--- src/rtl/uart_mult_sequencer_pkg.sv ---
`default_nettype none
// ============================================================================
// Module   : uart_seq_pkg
// Purpose  : Shared types and widths for the UART multiply sequencer.
//            The state encoding is 4 bits wide so the optional checksum
//            states fit without changing the type.
// Revision : 1.0  initial release
// ============================================================================
package uart_seq_pkg;

  localparam int BYTE_W = 8;
  localparam int PROD_W = 16;

  typedef enum logic [3:0] {
    ST_GET_A    = 4'd0,
    ST_GET_B    = 4'd1,
    ST_MUL_GO   = 4'd2,
    ST_MUL_WAIT = 4'd3,
    ST_SEND_HI  = 4'd4,
    ST_WAIT_HI  = 4'd5,
    ST_SEND_LO  = 4'd6,
    ST_WAIT_LO  = 4'd7,
    ST_SEND_CK  = 4'd8,
    ST_WAIT_CK  = 4'd9
  } seq_state_e;

  // XOR of the two product bytes, sent as the optional third byte.
  function automatic logic [BYTE_W-1:0] checksum_byte(input logic [PROD_W-1:0] p);
    return p[PROD_W-1:BYTE_W] ^ p[BYTE_W-1:0];
  endfunction

endpackage
`default_nettype wire

--- src/rtl/uart_mult_sequencer_timeout_timer.sv ---
`default_nettype none
// ============================================================================
// Module   : seq_timeout_timer
// Purpose  : Inter-byte gap counter. Counts while enabled, saturates at
//            TIMEOUT_CYCLES-1 and flags expiry at that count.
// Revision : 1.0  initial release
// ============================================================================
module seq_timeout_timer #(
  parameter int TIMEOUT_CYCLES = 50
) (
  input  logic clk_i,
  input  logic reset_i,
  input  logic clear_i,
  input  logic enable_i,
  output logic expired_o
);

  localparam int             CW         = $clog2(TIMEOUT_CYCLES + 1);
  localparam logic [CW-1:0]  LAST_COUNT = CW'(TIMEOUT_CYCLES - 1);

  logic [CW-1:0] count_q;
  logic [CW-1:0] count_d;

  // Next count: clear wins, otherwise step up until the last count and hold.
  always_comb begin
    count_d = count_q;
    if (clear_i) begin
      count_d = '0;
    end else if (enable_i && (count_q != LAST_COUNT)) begin
      count_d = count_q + CW'(1);
    end
  end

  // Count register with synchronous reset.
  always_ff @(posedge clk_i) begin
    if (reset_i) begin
      count_q <= '0;
    end else begin
      count_q <= count_d;
    end
  end

  assign expired_o = (count_q == LAST_COUNT);

endmodule
`default_nettype wire

--- src/rtl/uart_mult_sequencer.sv ---
`default_nettype none
// ============================================================================
// Module   : uart_mult_sequencer
// Purpose  : Control FSM between the UART receiver, an 8-bit multiplier and
//            the UART transmitter. Collects operands A and B, starts one
//            multiply, returns the product high byte first, discards a
//            frame whose B byte arrives too late and flags dropped bytes.
// Options  : UART_SEQ_CHECKSUM_EN - append a third byte (P[15:8] ^ P[7:0]).
// Revision : 1.0  initial release
// ============================================================================
module uart_mult_sequencer
  import uart_seq_pkg::*;
#(
  parameter int CLK_FREQ   = 100_000_000,
  parameter int TIMEOUT_MS = 500
) (
  input  logic              clk_i,
  input  logic              reset_i,
  input  logic              rx_valid_i,
  input  logic [BYTE_W-1:0] rx_data_i,
  output logic              mul_start_o,
  output logic [BYTE_W-1:0] mul_a_o,
  output logic [BYTE_W-1:0] mul_b_o,
  input  logic              mul_done_i,
  input  logic [PROD_W-1:0] mul_product_i,
  output logic              tx_start_o,
  output logic [BYTE_W-1:0] tx_data_o,
  input  logic              tx_busy_i,
  output logic              busy_o,
  output logic              frame_done_o,
  output logic              err_timeout_o,
  output logic              rx_overrun_o
);

  localparam int TIMEOUT_CYCLES = CLK_FREQ / 1000 * TIMEOUT_MS;

  seq_state_e        state_q;
  logic [BYTE_W-1:0] a_q;
  logic [BYTE_W-1:0] b_q;
  logic [PROD_W-1:0] p_q;
  logic [BYTE_W-1:0] tx_data_q;
  logic              mul_start_q;
  logic              tx_start_q;
  logic              busy_q;
  logic              frame_done_q;
  logic              err_timeout_q;
  logic              rx_overrun_q;
  logic              guard_q;

  logic              w_timer_clear;
  logic              w_timer_en;
  logic              w_expired;

  // Timer is held at zero while idle so GET_B always starts counting from 0.
  assign w_timer_clear = (state_q == ST_GET_A);
  assign w_timer_en    = (state_q == ST_GET_B);

  seq_timeout_timer #(
    .TIMEOUT_CYCLES (TIMEOUT_CYCLES)
  ) u_timer (
    .clk_i     (clk_i),
    .reset_i   (reset_i),
    .clear_i   (w_timer_clear),
    .enable_i  (w_timer_en),
    .expired_o (w_expired)
  );

  // Sequencer FSM; all outputs are registered and pulses default low.
  always_ff @(posedge clk_i) begin
    if (reset_i) begin
      state_q       <= ST_GET_A;
      a_q           <= '0;
      b_q           <= '0;
      p_q           <= '0;
      tx_data_q     <= '0;
      mul_start_q   <= 1'b0;
      tx_start_q    <= 1'b0;
      busy_q        <= 1'b0;
      frame_done_q  <= 1'b0;
      err_timeout_q <= 1'b0;
      rx_overrun_q  <= 1'b0;
      guard_q       <= 1'b0;
    end else begin
      mul_start_q   <= 1'b0;
      tx_start_q    <= 1'b0;
      frame_done_q  <= 1'b0;
      err_timeout_q <= 1'b0;

      // Any byte arriving while a frame is being processed is lost.
      if (rx_valid_i && (state_q != ST_GET_A) && (state_q != ST_GET_B)) begin
        rx_overrun_q <= 1'b1;
      end

      case (state_q)
        ST_GET_A: begin
          if (rx_valid_i) begin
            a_q     <= rx_data_i;
            busy_q  <= 1'b1;
            state_q <= ST_GET_B;
          end
        end

        // A byte arriving on the expiry cycle still completes the frame.
        ST_GET_B: begin
          if (rx_valid_i) begin
            b_q         <= rx_data_i;
            mul_start_q <= 1'b1;
            state_q     <= ST_MUL_GO;
          end else if (w_expired) begin
            err_timeout_q <= 1'b1;
            busy_q        <= 1'b0;
            state_q       <= ST_GET_A;
          end
        end

        ST_MUL_GO: begin
          state_q <= ST_MUL_WAIT;
        end

        ST_MUL_WAIT: begin
          if (mul_done_i) begin
            p_q     <= mul_product_i;
            state_q <= ST_SEND_HI;
          end
        end

        ST_SEND_HI: begin
          if (!tx_busy_i) begin
            tx_start_q <= 1'b1;
            tx_data_q  <= p_q[PROD_W-1:BYTE_W];
            guard_q    <= 1'b1;
            state_q    <= ST_WAIT_HI;
          end
        end

        // First cycle skipped: the transmitter may not have raised busy yet.
        ST_WAIT_HI: begin
          if (guard_q) begin
            guard_q <= 1'b0;
          end else if (!tx_busy_i) begin
            state_q <= ST_SEND_LO;
          end
        end

        ST_SEND_LO: begin
          if (!tx_busy_i) begin
            tx_start_q <= 1'b1;
            tx_data_q  <= p_q[BYTE_W-1:0];
            guard_q    <= 1'b1;
            state_q    <= ST_WAIT_LO;
          end
        end

        ST_WAIT_LO: begin
          if (guard_q) begin
            guard_q <= 1'b0;
          end else if (!tx_busy_i) begin
`ifdef UART_SEQ_CHECKSUM_EN
            state_q <= ST_SEND_CK;
`else
            frame_done_q <= 1'b1;
            busy_q       <= 1'b0;
            state_q      <= ST_GET_A;
`endif
          end
        end

`ifdef UART_SEQ_CHECKSUM_EN
        ST_SEND_CK: begin
          if (!tx_busy_i) begin
            tx_start_q <= 1'b1;
            tx_data_q  <= checksum_byte(p_q);
            guard_q    <= 1'b1;
            state_q    <= ST_WAIT_CK;
          end
        end

        ST_WAIT_CK: begin
          if (guard_q) begin
            guard_q <= 1'b0;
          end else if (!tx_busy_i) begin
            frame_done_q <= 1'b1;
            busy_q       <= 1'b0;
            state_q      <= ST_GET_A;
          end
        end
`endif

        default: begin
          busy_q  <= 1'b0;
          state_q <= ST_GET_A;
        end
      endcase
    end
  end

  assign mul_start_o   = mul_start_q;
  assign mul_a_o       = a_q;
  assign mul_b_o       = b_q;
  assign tx_start_o    = tx_start_q;
  assign tx_data_o     = tx_data_q;
  assign busy_o        = busy_q;
  assign frame_done_o  = frame_done_q;
  assign err_timeout_o = err_timeout_q;
  assign rx_overrun_o  = rx_overrun_q;

endmodule
`default_nettype wire
--- config.mk ---
export PLATFORM = sky130hd
export DESIGN_NAME = uart_mult_sequencer
export DESIGN_NICKNAME = d
export VERILOG_FILES = /design/src/rtl/uart_mult_sequencer_pkg.sv /design/src/rtl/uart_mult_sequencer_timeout_timer.sv /design/src/rtl/uart_mult_sequencer.sv
export SDC_FILE = /design/constraint.sdc
export NUM_CORES = 1
export LEC_CHECK = 0
export ABC_AREA = 1
export BUFFER_PORTS_ARGS = -buffer_cell sky130_fd_sc_hd__buf_2
export CAP_MARGIN = 40
export CORE_MARGIN = 4
export CORE_UTILIZATION = 56
export DETAILED_ROUTE_END_ITERATION = 7
export PLACE_DENSITY = 0.79
export SYNTH_ARGS = -nofsm -noshare
export SYNTH_HDL_FRONTEND = slang
export SYNTH_HIERARCHICAL = 1
export SYNTH_SLANG_ARGS = --single-unit
--- constraint.sdc ---
create_clock -name clk_i -period 2.2 [get_ports clk_i]
set_clock_uncertainty 0.1 [all_clocks]
set_input_delay 0.11 -clock clk_i [delete_from_list [all_inputs] [get_ports clk_i]]
set_output_delay 0.11 -clock clk_i [all_outputs]
set_load 0.03 [all_outputs]
==> Word level (Yosys, flattened, before mapping) <==
Index checks and enable logic that the tools add are counted.
{ "classes": {"n_addsub": 1, "mul": 0, "div": 0, "order_cmp": 0, "eq_ne": 22, "shift": 0, "muxes": 25, "bitwise_logic": 4, "n_reduce_logical": 22} }
{ "op_table": {"columns": ["op", "count"], "rows": [
  ["$mux 4", 10],
  ["$pmux 4 s8", 1],
  ["$add 26x1->26 const B", 1],
  ["$eq 26x26->1 const B", 1],
  ["$ne 26x26->1 const B", 1],
  ["$ne 2x2->1 const B", 11],
  ["$eq 4x3->1 const B", 4],
  ["$mux 8", 2],
  ["$pmux 8 s2", 1],
  ["$reduce_or 2->1", 5],
  ["$mux 1", 9],
  ["$reduce_and 9->1", 1],
  ["$eq 4x2->1 const B", 2],
  ["$reduce_and 2->1", 4],
  ["$reduce_and 6->1", 1],
  ["$reduce_or 3->1", 2],
  ["$reduce_or 5->1", 1],
  ["$eq 4x1->1 const B", 1],
  ["$logic_not 4->1", 1],
  ["$ne 4x1->1 const B", 1],
  ["$not 1->1", 4],
  ["$pmux 1 s4", 1],
  ["$reduce_bool 2->1", 2],
  ["$reduce_bool 4->1", 1],
  ["other kinds (4)", 6]
]} }
{ "word_totals": {"regBits": 77, "latchBits": 0, "mem_bits_rw": 0, "rom_bits": 0, "in_bits": 29, "output_inout_bits": 30, "wordCells": 87, "mem_count": 0} }

==> Longest topological paths before layout <==
{ "logic_depth": {"depth_word": 4, "mapped_depth": 12} }

==> By module <==
The synthesis kept the hierarchy.
{ "by_module_without_submodules": {"columns": ["module", "instances", "cells_per_inst", "area_each_um2", "seq_area_each_um2"], "rows": [
  ["uart_mult_sequencer", 1, 269, 2094.5, 1001.0],
  ["seq_timeout_timer", 1, 261, 1611.5, 520.5]
]} }

==> Least setup slack after synthesis <==
No wires, ideal clock.
{ "synth_timing": {"kind": "register to register", "from": "reg u_timer.count_q[0]", "to": "reg state_q[0]", "arrival_time_ns": 1.505, "t_required_ns": 1.987, "slack_ns": 0.482, "path_stages_with_launch": 13, "path_buffers": 0, "period_less_slack_ns": 1.718, "path_cell_list": "dfxtp_1 > ha_1 > nand3_2 > nor2_4 > nand3_1 > nor2_1 > inv_1 > nand4_1 > nand3_1 > nor2_1 > nand2_1 > nand2_1 > nor2_1"} }
{ "synth_via": {"elab_chain_len": 3} }
{ "synth_rtl": {"columns": ["item", "line", "rtl"], "rows": [
  ["from (decl)", "uart_mult_sequencer_timeout_timer.sv:21", "logic [CW-1:0] count_q;"],
  ["from (signal assigned)", "uart_mult_sequencer_timeout_timer.sv:39", "count_q <= count_d;"],
  ["$eq 26x26->1", "uart_mult_sequencer_timeout_timer.sv:43", "assign expired_o = (count_q == LAST_COUNT);"],
  ["via w_expired", "uart_mult_sequencer.sv:52", "logic w_expired;"],
  ["$ne 3x3->1 (no source line)", null, null],
  ["$reduce_and 9->1 (no source line)", null, null],
  ["to (signal assigned)", "uart_mult_sequencer.sv:71", "state_q <= ST_GET_A;"],
  ["to (signal assigned)", "uart_mult_sequencer.sv:99", "state_q <= ST_GET_B;"],
  ["to (signal assigned)", "uart_mult_sequencer.sv:108", "state_q <= ST_MUL_GO;"],
  ["to (decl)", "uart_mult_sequencer.sv:37", "seq_state_e state_q;"]
]} }
The timed path passes the listed nets, and every way through them passes these cells.
A chain may end at the register's enable or synchronous reset.

==> Final worst setup path <==
Ends and elaborated chain as after synthesis.

==> metrics <==
outcome=finished clean; worst skew pair latency=about 340 ps; Seq/Total Area, Yosys=41.05%; Top-Level Pins=about 60; fin util=70.36%; final hold violations=0; Area growth syn-to-layout=21.24%; largest net degree at the start of global routing=23; kind of cell with the highest combined delay on the critical path=simple AND/OR/NAND/NOR gates; CTS sink count=76; mapped cell area=between 3000 and 4000 sq um; vias per std cell=5.430; Core Rows=29; R2R Setup Slk=about 280 ps; CORE AREA=around 6400 sq um; Routed Antenna Nets=0; crit path launch=u_timer/count_q[0]$_SDFFE_PP0P_; CP Launch Type=flop; router iterations before antenna repair=5; DRC viols=0; fin crit share=between 80 and 90%; initial antenna violation count=0; clock tree buffer depth=2; Max-Cap Viols=0; sw power=approximately 1.5 mW; total power=between 4 and 5 mW; htree depth=3; Setup Fix Bufs, Post-CTS=0; crit path time final=between 1500 and 2000 ps; Crit-path slowest cell=dfxtp_1; Root Buffer=clkbuf_8; critical path buffer and inverter count=1; YS warnings=6; setup repair after global routing missed its margin=no; Sequential Power Share=39.1%; CP Depth=12; starting density of the core=58.03%; post-route cell area=~4500 sq um; combinational power share=about 32%; GRT Total Usage=between 20% and 30%; CTS tree=built; post-synth net total=between 500 and 600; first-pass GRT wire length=roughly 17000 microns; full die area=~8000 sq um; Die Y-Extent=around 89 microns; Slew @ Worst Pin=596.7 ps; cell repeated most along the worst path=nor2_1; final wirelength=roughly 9800 microns; TritonCTS Buffers=9; r2r startpoint=u_timer/count_q[0]$_SDFFE_PP0P_; share of layout cells above drive strength 1=between 10% and 20%; Achievable Freq=roughly 520 MHz; P_leak=between 1.5 and 2 nW; # diodes=0; DR iter-0 viols=between 200 and 300; sw frac=between 30 and 40%; Yosys reg bits=76; Routability Congestion=between 0.9 and 1; worst vdd ir=roughly 0.62 mV; Mean Syn Cell Area=about 7 sq um; CTS clk-pin slew, worst paths=approximately 80 ps; r2r worst-path depth=12; vias in the first global route=~3.5k; Worst Hold Class=input port to flop; Post-synth EDFFs=0; final net count=roughly 640; P_int=2.560 mW; worst rel slew slack=between 60% and 70%; GRT Residual Overflow=0; end point of the critical path=state_q[0]$_SDFFE_PP0P_; Top FF cell, synth=dfxtp_1; Crit Path Category=flop to flop; chip width=between 80 and 90 microns; Vias=~3.8k; worst endpoint required time=~2300 ps; mean routed wirelength per cell=~14 microns; CP arrival=approximately 2100 ps; Final Max Tran Viols=0; Critical Path Max Stage Delay=approximately 400 ps; Unique masters post-synth=35; CP Capture Type=flop; async set or reset register ratio after synthesis=0%; Post-DP Area=4024 sq um; crit path max fanout=5; FILL cells=around 520; worst-path cell chain=ha_2 > nand3_2 > nor2_4 > nand3_1 > nor2_1 > inv_1 > nand4_1 > nand3_1 > nor2_1 > nand2_1 > nand2_1 > nor2_1; Clock Power Share=28.6%; IO Port Bufs=58; Synth Instances=530; post-DP HPWL=between 6000 and 7000 microns; reg2reg end=state_q[0]$_SDFFE_PP0P_; total negative slack=0 ps; Final setup viols=0; Power Dens Cells=just over 900 nW/um^2
## cells in the final DEF (no fill, tap or decap), types with 2 or more instances in the layout
cell type      netlist  layout
a21oi_1             53      53
a31oi_1              9       9
buf_2                4      58
buf_4                1       7
bufinv_16            0       2
clkbuf_8             0       9
clkinv_2             2       3
clkinvlp_4           0       2
dfxtp_1             76      76
dlygate4sd3_1        0      25
inv_1               42      42
inv_2                7       7
nand2_1            129     129
nand2_2              9       9
nand3_1             58      58
nand3_2              3       3
nand3_4              2       2
nand4_1              7       7
nor2_1              65      65
nor2_2               7       7
nor2_4               3       3
nor3_1               4       4
nor3_2               2       2
o21ai_0             16      16
o21ai_1              3       3
xor2_1               4       4
## layer usage
layer  up-vias  part of all wire [%]  track usage, %
li1       1886                     -               -
met1      1714                    43           33.82
met2       149                    48           44.61
met3        25                   6.5           5.253
met4         0                   2.5           10.42
met5         -                     0               0
## synthesized netlist by cell type, types with 9 or more instances
library cell,n,area share (%)
nand2_1,129,13
nand2_2,9,1.5
nand3_1,58,7.8
o21ai_0,16,2.2
dfxtp_1,76,41
nor2_1,65,6.6
inv_1,42,4.3
a31oi_1,9,1.5
a21oi_1,53,7.2
## power groups by stage
stage / sequential (mW) / combinational, mW / clock (mW)
floorplan: 1.78 / 0.811 / 0
global placement: 1.63 / 1.25 / 0
detailed placement: 1.63 / 1.27 / 0
CTS: 1.60 / 1.31 / 1.19
global route: 1.62 / 1.47 / 1.25
finish: 1.60 / 1.33 / 1.17
## kinds of logic (layout without fill, tap and decap cells)
| family | after synthesis | count (layout) | synth area share [%] |
|---|---|---|---|
| buffers and inverters | 69 | 157 | 8.508 |
| xor gates and xnor gates | 4 | 4 | 0.9452 |
| DFF | 76 | 76 | 41.05 |
| AOI/OAI and AO/OA | 83 | 83 | 11.68 |
| adders and majority gates | 1 | 1 | 0.3376 |
| and+or+nand+nor | 297 | 297 | 37.47 |
## state kept, by name, indices dropped and copies added, names as in the netlist
register         count
mul_b_o              8
busy_o               1
mul_start_o          1
mul_a_o              8
rx_overrun_o         1
p_q                 16
state_q              3
tx_data_o            8
err_timeout_o        1
tx_start_o           1
guard_q              1
u_timer/count_q     26
frame_done_o         1
## worst min path at each step
| stage | startpoint | to | slack [ps] | cells past startpoint |
|---|---|---|---|---|
| floorplan | tx_busy_i | frame_done_o$_SDFF_PP0_ | 90 | 1 |
| global placement | mul_product_i[9] | p_q[9]$_SDFFE_PP0P_ | 280 | 3 |
| detailed placement | mul_product_i[1] | p_q[1]$_SDFFE_PP0P_ | 280 | 3 |
| CTS | reset_i | rx_overrun_o$_SDFFE_PP0P_ | 40 | 2 |
| global route | reset_i | rx_overrun_o$_SDFFE_PP0P_ | 80 | 2 |
| finish | reset_i | rx_overrun_o$_SDFFE_PP0P_ | 60 | 2 |
## cell type report
class                   count  area, sq um  area share [%]
clock buffers              10        127.6           2.840
inverters                  51        193.9           4.316
clock inverters             6        88.84           1.977
multi-input cells         385         1872           41.66
well taps                  77        96.34           2.144
flip-flops and latches     76         1521           33.86
repair buffers             90        593.1           13.20
## stage by stage
step	instances	setup WS [ps]	hold WS, ps
after global placement	654	382.1	281.4
after global routing	695	23.46	78.48
final	695	276.8	60.00
after detailed placement	654	299.3	284.7
after CTS	695	272.9	44.40
after floorplan	530	481.9	88.94
## repair_timing
item                                    CTS  global route
gates resized for setup                   0             1
endpoints found under the setup margin    0             1
endpoints found under the hold margin    33             0
hold buffers                             25             0
Note: power is estimated with default switching activity, not from simulation.
